--- config.mk ---
export PLATFORM = sky130hd
export DESIGN_NAME = riscv_i32_debug_sequencer_flat
export DESIGN_NICKNAME = d
export VERILOG_FILES = /design/src/rtl/riscv_i32_debug_sequencer_if.sv /design/src/rtl/riscv_i32_debug_sequencer.sv /design/src/flat_wrapper.sv
export SDC_FILE = /design/constraint.sdc
export NUM_CORES = 1
export LEC_CHECK = 0
export ABC_AREA = 1
export CAP_MARGIN = 15
export CELL_PAD_IN_SITES_DETAIL_PLACEMENT = 1
export CELL_PAD_IN_SITES_GLOBAL_PLACEMENT = 1
export CORE_MARGIN = 1.5
export CORE_UTILIZATION = 27
export CTS_CLUSTER_DIAMETER = 150
export DETAILED_ROUTE_END_ITERATION = 10
export PLACE_DENSITY_LB_ADDON = 0.2
export SLEW_MARGIN = 15
export SYNTH_ARGS = -nofsm -noshare
export SYNTH_HDL_FRONTEND = slang
export SYNTH_SLANG_ARGS = --single-unit
--- constraint.sdc ---
create_clock -name clk -period 3 [get_ports clk]
set_input_delay 0.75 -clock clk [delete_from_list [all_inputs] [get_ports clk]]
set_output_delay 0.75 -clock clk [all_outputs]
set_load 0.1 [all_outputs]
--- src/rtl/riscv_i32_debug_sequencer_if.sv ---
`default_nettype none
// ============================================================================
//  Module   : riscv_i32_debug_sequencer_if
//  Purpose  : Bundles the command, pipeline-debug and response channels of
//             the debug sequencer into one interface.
//  Modports : slave  - the sequencer itself (consumes commands, drives the
//                      pipeline debug fields and the response channel)
//             master - the environment (debug module + pipeline side)
//  Signals  : cmd_*        command request channel (valid/ready)
//             core_halted  core debug-halt indication
//             instruction__* debug instruction fields into the pipeline
//             exec_*       pipeline completion/acknowledge
//             rsp_*        response channel (valid/ready)
//             busy         sequencer not idle
//  Revision : 1.0 - initial release
// ============================================================================
interface riscv_i32_debug_sequencer_if;
    logic        cmd_valid;
    logic        cmd_ready;
    logic        cmd_write;
    logic        cmd_gpr;
    logic [11:0] cmd_regno;
    logic [31:0] cmd_wdata;
    logic        core_halted;
    logic [31:0] instruction__data;
    logic        instruction__debug__valid;
    logic [1:0]  instruction__debug__debug_op;
    logic [15:0] instruction__debug__data;
    logic        exec_ack;
    logic        exec_illegal;
    logic [31:0] exec_rdata;
    logic        rsp_valid;
    logic        rsp_ready;
    logic [31:0] rsp_rdata;
    logic [1:0]  rsp_status;
    logic        busy;

    modport slave (
        input  cmd_valid, cmd_write, cmd_gpr, cmd_regno, cmd_wdata,
        input  core_halted, exec_ack, exec_illegal, exec_rdata, rsp_ready,
        output cmd_ready, instruction__data, instruction__debug__valid,
        output instruction__debug__debug_op, instruction__debug__data,
        output rsp_valid, rsp_rdata, rsp_status, busy
    );

    modport master (
        output cmd_valid, cmd_write, cmd_gpr, cmd_regno, cmd_wdata,
        output core_halted, exec_ack, exec_illegal, exec_rdata, rsp_ready,
        input  cmd_ready, instruction__data, instruction__debug__valid,
        input  instruction__debug__debug_op, instruction__debug__data,
        input  rsp_valid, rsp_rdata, rsp_status, busy
    );
endinterface
`default_nettype wire

--- src/rtl/riscv_i32_debug_sequencer.sv ---
`default_nettype none
// ============================================================================
//  Module   : riscv_i32_debug_sequencer
//  Purpose  : Turns one abstract register-access command at a time into a
//             single debug instruction for the pipeline, waits for the
//             execute acknowledge (bounded by a watchdog) and returns the
//             read data and status on a valid/ready response channel.
//  Ports    : clk   - clock, rising edge
//             reset - asynchronous, active-high
//             bus   - riscv_i32_debug_sequencer_if.slave (command, pipeline
//                     debug fields, execute ack, response, busy)
//  Params   : TIMEOUT_WIDTH - watchdog width; EXEC gives up after
//                             2^TIMEOUT_WIDTH-1 cycles without acknowledge
//  Revision : 1.0 - initial release
// ============================================================================
module riscv_i32_debug_sequencer #(
    parameter int TIMEOUT_WIDTH = 8
) (
    input  wire logic                        clk,
    input  wire logic                        reset,
    riscv_i32_debug_sequencer_if.slave       bus
);

    localparam logic [1:0] ST_OK        = 2'd0;
    localparam logic [1:0] ST_NOT_HALT  = 2'd1;
    localparam logic [1:0] ST_ILLEGAL   = 2'd2;
    localparam logic [1:0] ST_TIMEOUT   = 2'd3;

    typedef enum logic [1:0] {
        S_IDLE    = 2'd0,
        S_EXEC    = 2'd1,
        S_RESPOND = 2'd2
    } state_t;

    state_t                   state_q;
    logic                     write_q;
    logic                     gpr_q;
    logic [11:0]              regno_q;
    logic [31:0]              wdata_q;
    logic [31:0]              rdata_q;
    logic [1:0]               status_q;
    logic [TIMEOUT_WIDTH-1:0] cnt_q;
    logic [TIMEOUT_WIDTH-1:0] cnt_d;

    // The watchdog fires on the EXEC cycle whose increment reaches all-ones,
    // so the instruction is presented for exactly 2^W-1 cycles.
    assign cnt_d = cnt_q + TIMEOUT_WIDTH'(1);

    always_ff @(posedge clk or posedge reset) begin
        if (reset) begin
            state_q  <= S_IDLE;
            write_q  <= 1'b0;
            gpr_q    <= 1'b0;
            regno_q  <= 12'd0;
            wdata_q  <= 32'd0;
            rdata_q  <= 32'd0;
            status_q <= ST_OK;
            cnt_q    <= '0;
        end else begin
            case (state_q)
                S_IDLE: begin
                    if (bus.cmd_valid) begin
                        write_q <= bus.cmd_write;
                        gpr_q   <= bus.cmd_gpr;
                        regno_q <= bus.cmd_regno;
                        wdata_q <= bus.cmd_wdata;
                        if (bus.core_halted) begin
                            state_q <= S_EXEC;
                            cnt_q   <= '0;
                        end else begin
                            // Refuse without touching the pipeline.
                            state_q  <= S_RESPOND;
                            status_q <= ST_NOT_HALT;
                            rdata_q  <= 32'd0;
                        end
                    end
                end
                S_EXEC: begin
                    // Acknowledge has priority over the terminal count.
                    if (bus.exec_ack) begin
                        state_q <= S_RESPOND;
                        if (bus.exec_illegal) begin
                            status_q <= ST_ILLEGAL;
                            rdata_q  <= 32'd0;
                        end else begin
                            status_q <= ST_OK;
                            rdata_q  <= write_q ? 32'd0 : bus.exec_rdata;
                        end
                    end else begin
                        cnt_q <= cnt_d;
                        if (cnt_d == {TIMEOUT_WIDTH{1'b1}}) begin
                            state_q  <= S_RESPOND;
                            status_q <= ST_TIMEOUT;
                            rdata_q  <= 32'd0;
                        end
                    end
                end
                S_RESPOND: begin
                    if (bus.rsp_ready) begin
                        state_q <= S_IDLE;
                    end
                end
                default: begin
                    state_q <= S_IDLE;
                end
            endcase
        end
    end

    // All outputs are decoded from registers only, so they follow the
    // asynchronous reset immediately.
    assign bus.cmd_ready                    = (state_q == S_IDLE);
    assign bus.busy                         = (state_q != S_IDLE);
    assign bus.instruction__debug__valid    = (state_q == S_EXEC);
    assign bus.instruction__debug__debug_op = {1'b0, write_q};
    assign bus.instruction__debug__data     = {3'b000, gpr_q, regno_q};
    assign bus.instruction__data            = wdata_q;
    assign bus.rsp_valid                    = (state_q == S_RESPOND);
    assign bus.rsp_rdata                    = rdata_q;
    assign bus.rsp_status                   = status_q;

endmodule
`default_nettype wire

--- src/flat_wrapper.sv ---
// flat-port wrapper written by rule: the top's interface ports become plain ports
module riscv_i32_debug_sequencer_flat 
#(
    parameter int TIMEOUT_WIDTH = 8
)
  (clk, reset, bus_cmd_valid, bus_cmd_write, bus_cmd_gpr, bus_cmd_regno, bus_cmd_wdata, bus_core_halted, bus_exec_ack, bus_exec_illegal, bus_exec_rdata, bus_rsp_ready, bus_cmd_ready, bus_instruction__data, bus_instruction__debug__valid, bus_instruction__debug__debug_op, bus_instruction__debug__data, bus_rsp_valid, bus_rsp_rdata, bus_rsp_status, bus_busy);
  riscv_i32_debug_sequencer_if bus_i ();
  input  wire logic clk;
  input  wire logic reset;
  input wire logic [$bits(bus_i.cmd_valid)-1:0] bus_cmd_valid;
  input wire logic [$bits(bus_i.cmd_write)-1:0] bus_cmd_write;
  input wire logic [$bits(bus_i.cmd_gpr)-1:0] bus_cmd_gpr;
  input wire logic [$bits(bus_i.cmd_regno)-1:0] bus_cmd_regno;
  input wire logic [$bits(bus_i.cmd_wdata)-1:0] bus_cmd_wdata;
  input wire logic [$bits(bus_i.core_halted)-1:0] bus_core_halted;
  input wire logic [$bits(bus_i.exec_ack)-1:0] bus_exec_ack;
  input wire logic [$bits(bus_i.exec_illegal)-1:0] bus_exec_illegal;
  input wire logic [$bits(bus_i.exec_rdata)-1:0] bus_exec_rdata;
  input wire logic [$bits(bus_i.rsp_ready)-1:0] bus_rsp_ready;
  output wire logic [$bits(bus_i.cmd_ready)-1:0] bus_cmd_ready;
  output wire logic [$bits(bus_i.instruction__data)-1:0] bus_instruction__data;
  output wire logic [$bits(bus_i.instruction__debug__valid)-1:0] bus_instruction__debug__valid;
  output wire logic [$bits(bus_i.instruction__debug__debug_op)-1:0] bus_instruction__debug__debug_op;
  output wire logic [$bits(bus_i.instruction__debug__data)-1:0] bus_instruction__debug__data;
  output wire logic [$bits(bus_i.rsp_valid)-1:0] bus_rsp_valid;
  output wire logic [$bits(bus_i.rsp_rdata)-1:0] bus_rsp_rdata;
  output wire logic [$bits(bus_i.rsp_status)-1:0] bus_rsp_status;
  output wire logic [$bits(bus_i.busy)-1:0] bus_busy;
  assign bus_i.cmd_valid = bus_cmd_valid;
  assign bus_i.cmd_write = bus_cmd_write;
  assign bus_i.cmd_gpr = bus_cmd_gpr;
  assign bus_i.cmd_regno = bus_cmd_regno;
  assign bus_i.cmd_wdata = bus_cmd_wdata;
  assign bus_i.core_halted = bus_core_halted;
  assign bus_i.exec_ack = bus_exec_ack;
  assign bus_i.exec_illegal = bus_exec_illegal;
  assign bus_i.exec_rdata = bus_exec_rdata;
  assign bus_i.rsp_ready = bus_rsp_ready;
  assign bus_cmd_ready = bus_i.cmd_ready;
  assign bus_instruction__data = bus_i.instruction__data;
  assign bus_instruction__debug__valid = bus_i.instruction__debug__valid;
  assign bus_instruction__debug__debug_op = bus_i.instruction__debug__debug_op;
  assign bus_instruction__debug__data = bus_i.instruction__debug__data;
  assign bus_rsp_valid = bus_i.rsp_valid;
  assign bus_rsp_rdata = bus_i.rsp_rdata;
  assign bus_rsp_status = bus_i.rsp_status;
  assign bus_busy = bus_i.busy;
  riscv_i32_debug_sequencer #(.TIMEOUT_WIDTH(TIMEOUT_WIDTH)) u_core (.clk(clk), .reset(reset), .bus(bus_i));
endmodule
==> flow_summary.json <==
{
  "status": "finished, final reports clean",
  "avgRoutedWirePerCell_um": 14.8,
  "ys_seq_area_share_pct": 61.1,
  "grt_pass1_vias": 3187,
  "ys_async_sr_fraction_pct": 100,
  "max_freq_mhz": 481,
  "clk_pin_slew_ps": 60,
  "report.final.slew_viol_count": 0,
  "dr.pass1.iters": 4,
  "r2r_end": "u_core.bus.rsp_rdata[6]",
  "hold_depth": 2,
  "cp.required_ps": 2250,
  "dieArea_mm2": 0.0144,
  "track_usage_pct": 14.6,
  "drt-vias-per-instance": 4.31,
  "cts_root_buf": "clkbuf_16",
  "ant_nets": 0,
  "regToRegStartpoint": "u_core.cnt_q[1]",
  "tightest_slew_ps": 565,
  "synth_top_area_share_pct": 61.1,
  "rsz0062_at_grt": "false",
  "worstSetupEndpointType": "primary output",
  "hp-start": "u_core.bus.rsp_rdata[24]",
  "numClockSinks": 90,
  "r2r_slack_ps": 940,
  "clk_path_buf_depth": 2,
  "ios": 173,
  "path_max_fanout": 4,
  "hold_violations": 0,
  "fin_crit_ps": 2080,
  "finish.utilization_pct": 42.5,
  "yosys_warnings": 0,
  "worst_setup_path_start_kind": "flop",
  "grt_max_degree": 47,
  "h-tree-depth": 3,
  "dr_total_vias": 2969,
  "antenna_cells": 0,
  "yosys-top-cells-area": "dfrtp_1 61%, mux2_2 14%, nand2_1 12%",
  "hold_path_end": "u_core.bus.rsp_rdata[24]",
  "cts_made_buffers": 9,
  "synth_cells": 338,
  "drv_cap": 0,
  "synth_area_mm2": 0.00369,
  "fin_skew_ps": 8.68,
  "post-route-drc-count": 0,
  "placementRows": 42,
  "start_util_pct": 27.7,
  "path_class": "flop to primary output",
  "period_share_pct": 69.2,
  "synth_edf_count": 0,
  "netlist_top_cells_count": "119 x nand2_1, 90 x dfrtp_1, 46 x mux2_2, 20 x inv_1, 14 x nor2_1",
  "dp_hpwl_mm": 7.64,
  "finalSetupViolCount": 0,
  "finalWeightedCongestion": 0.766,
  "tns_ps": 0,
  "synth_cell_types": 25,
  "synth.most_common_cell": "nand2_1",
  "whs_ps": 475,
  "antenna_found_initial": 0,
  "cts_tree": "yes",
  "synth_ff_type": "dfrtp_1",
  "fp.dieH_um": 120,
  "grt_pass1_wl_mm": 16.2,
  "hold_class": "flop to flop",
  "nFillCells": 1481,
  "design.core.area_mm2": 0.0133,
  "avgSynthCellArea_um2": 10.9,
  "port-buffer-count": 168,
  "drive_gt1_share_pct": 30.6,
  "post_cts_buffers": 0,
  "cp.arrival_ps": 1330,
  "syn2layout_area_growth_pct": 53.2,
  "rr_worst_depth": 10,
  "yosys.area.top_type": "dfrtp_1",
  "clk_latency_ps": 340,
  "nNetsFinal": 596,
  "ctsHoldBuffers": 0,
  "cp-startpoint": "u_core.state_q[0]",
  "synth-seq-cells": 90,
  "wl_mm": 10.2,
  "gr-total-overflow": 0,
  "cts_resized": 0,
  "maxSlewHeadroom_pct": 62.3,
  "drtIter0Drc": 88,
  "die_w_um": 120
}
==> placed cells by master, fill, tap and decap left out <==
cell type	instances
clkinv_2	1
nor2_4	1
mux2_2	46
nand2_2	2
a21oi_1	1
conb_1	4
nor3_1	1
nor2_2	3
clkbuf_16	9
xor2_1	1
nand2_1	118
ha_1	2
clkinvlp_4	2
o21ai_0	5
buf_12	3
bufinv_16	1
buf_4	86
o31ai_1	1
dfrtp_1	90
nand4_1	2
o21ai_1	1
nor2_1	13
nor4_4	1
clkbuf_1	2
nand3_1	9
inv_1	19
clkdlybuf4s50_1	84
o22ai_1	3
inv_6	1
nand3_4	1
==> layer usage <==
layer | GRT usage (%) | up-vias | wire length, µm
li1 | - | 1413 | -
met1 | 17.7 | 1446 | 4290
met2 | 23.1 | 97 | 4910
met3 | 6.27 | 13 | 811
met4 | 5.51 | 0 | 147
met5 | 0 | - | 0
==> per-stage QoR <==
step	cells	setup WS, ps	instance area [µm²]
floorplan	341	67.4	3700
detailed placement	674	600	5360
global placement	674	659	5360
finish	689	923	5650
global route	689	679	5650
CTS	689	896	5650
==> how the worst max path moves through the flow <==
stage,endpoint,slack (ps),cells past startpoint
finish,bus_instruction__debug__valid,920,3
global route,u_core.bus.rsp_rdata[30],680,10
CTS,u_core.bus.rsp_rdata[16],900,10
detailed placement,u_core.cnt_q[5],600,5
global placement,u_core.cnt_q[1],660,5
floorplan,u_core.cnt_q[0],70,6
==> sequential cells by signal (all words and copies together) (netlist names) <==
signal,count
u_core.bus.rsp_rdata,32
u_core.gpr_q,1
u_core.cnt_q,8
u_core.bus.instruction__data,32
u_core.state_q,2
u_core.regno_q,12
u_core.bus.rsp_status,2
u_core.write_q,1
==> critical path, stage by stage (launching register included) <==
cell and delay [ps]:
dfrtp_1 400, inv_1 70, nor2_2 180, buf_4 330
==> cell families after synthesis <==
family	Yosys count	share of synthesized area [%]
XOR/XNOR	1	0.238
multiplexers	46	14.1
adder cells (fa/ha/maj)	2	0.679
flip-flops	90	61.1
buffers and inverters	36	5.06
other	1	0.102
AND/OR/NAND/NOR	151	17.1
AO/OA/AOI/OAI	11	1.66
==> layout make-up <==
type | count | area (µm²) | area share [%]
Timing Repair Buffer | 173 | 1550 | 27.4
Inverter | 20 | 78.8 | 1.40
Clock inverter | 4 | 51.3 | 0.909
Sequential cell | 90 | 2250 | 39.9
Tap cell | 176 | 220 | 3.90
Clock buffer | 11 | 233 | 4.12
Multi-Input combinational cell | 215 | 1260 | 22.4
Power is left out: the tool's default activity adds up to more than one toggle a clock period on the data nets, which glitch-free logic cannot reach.
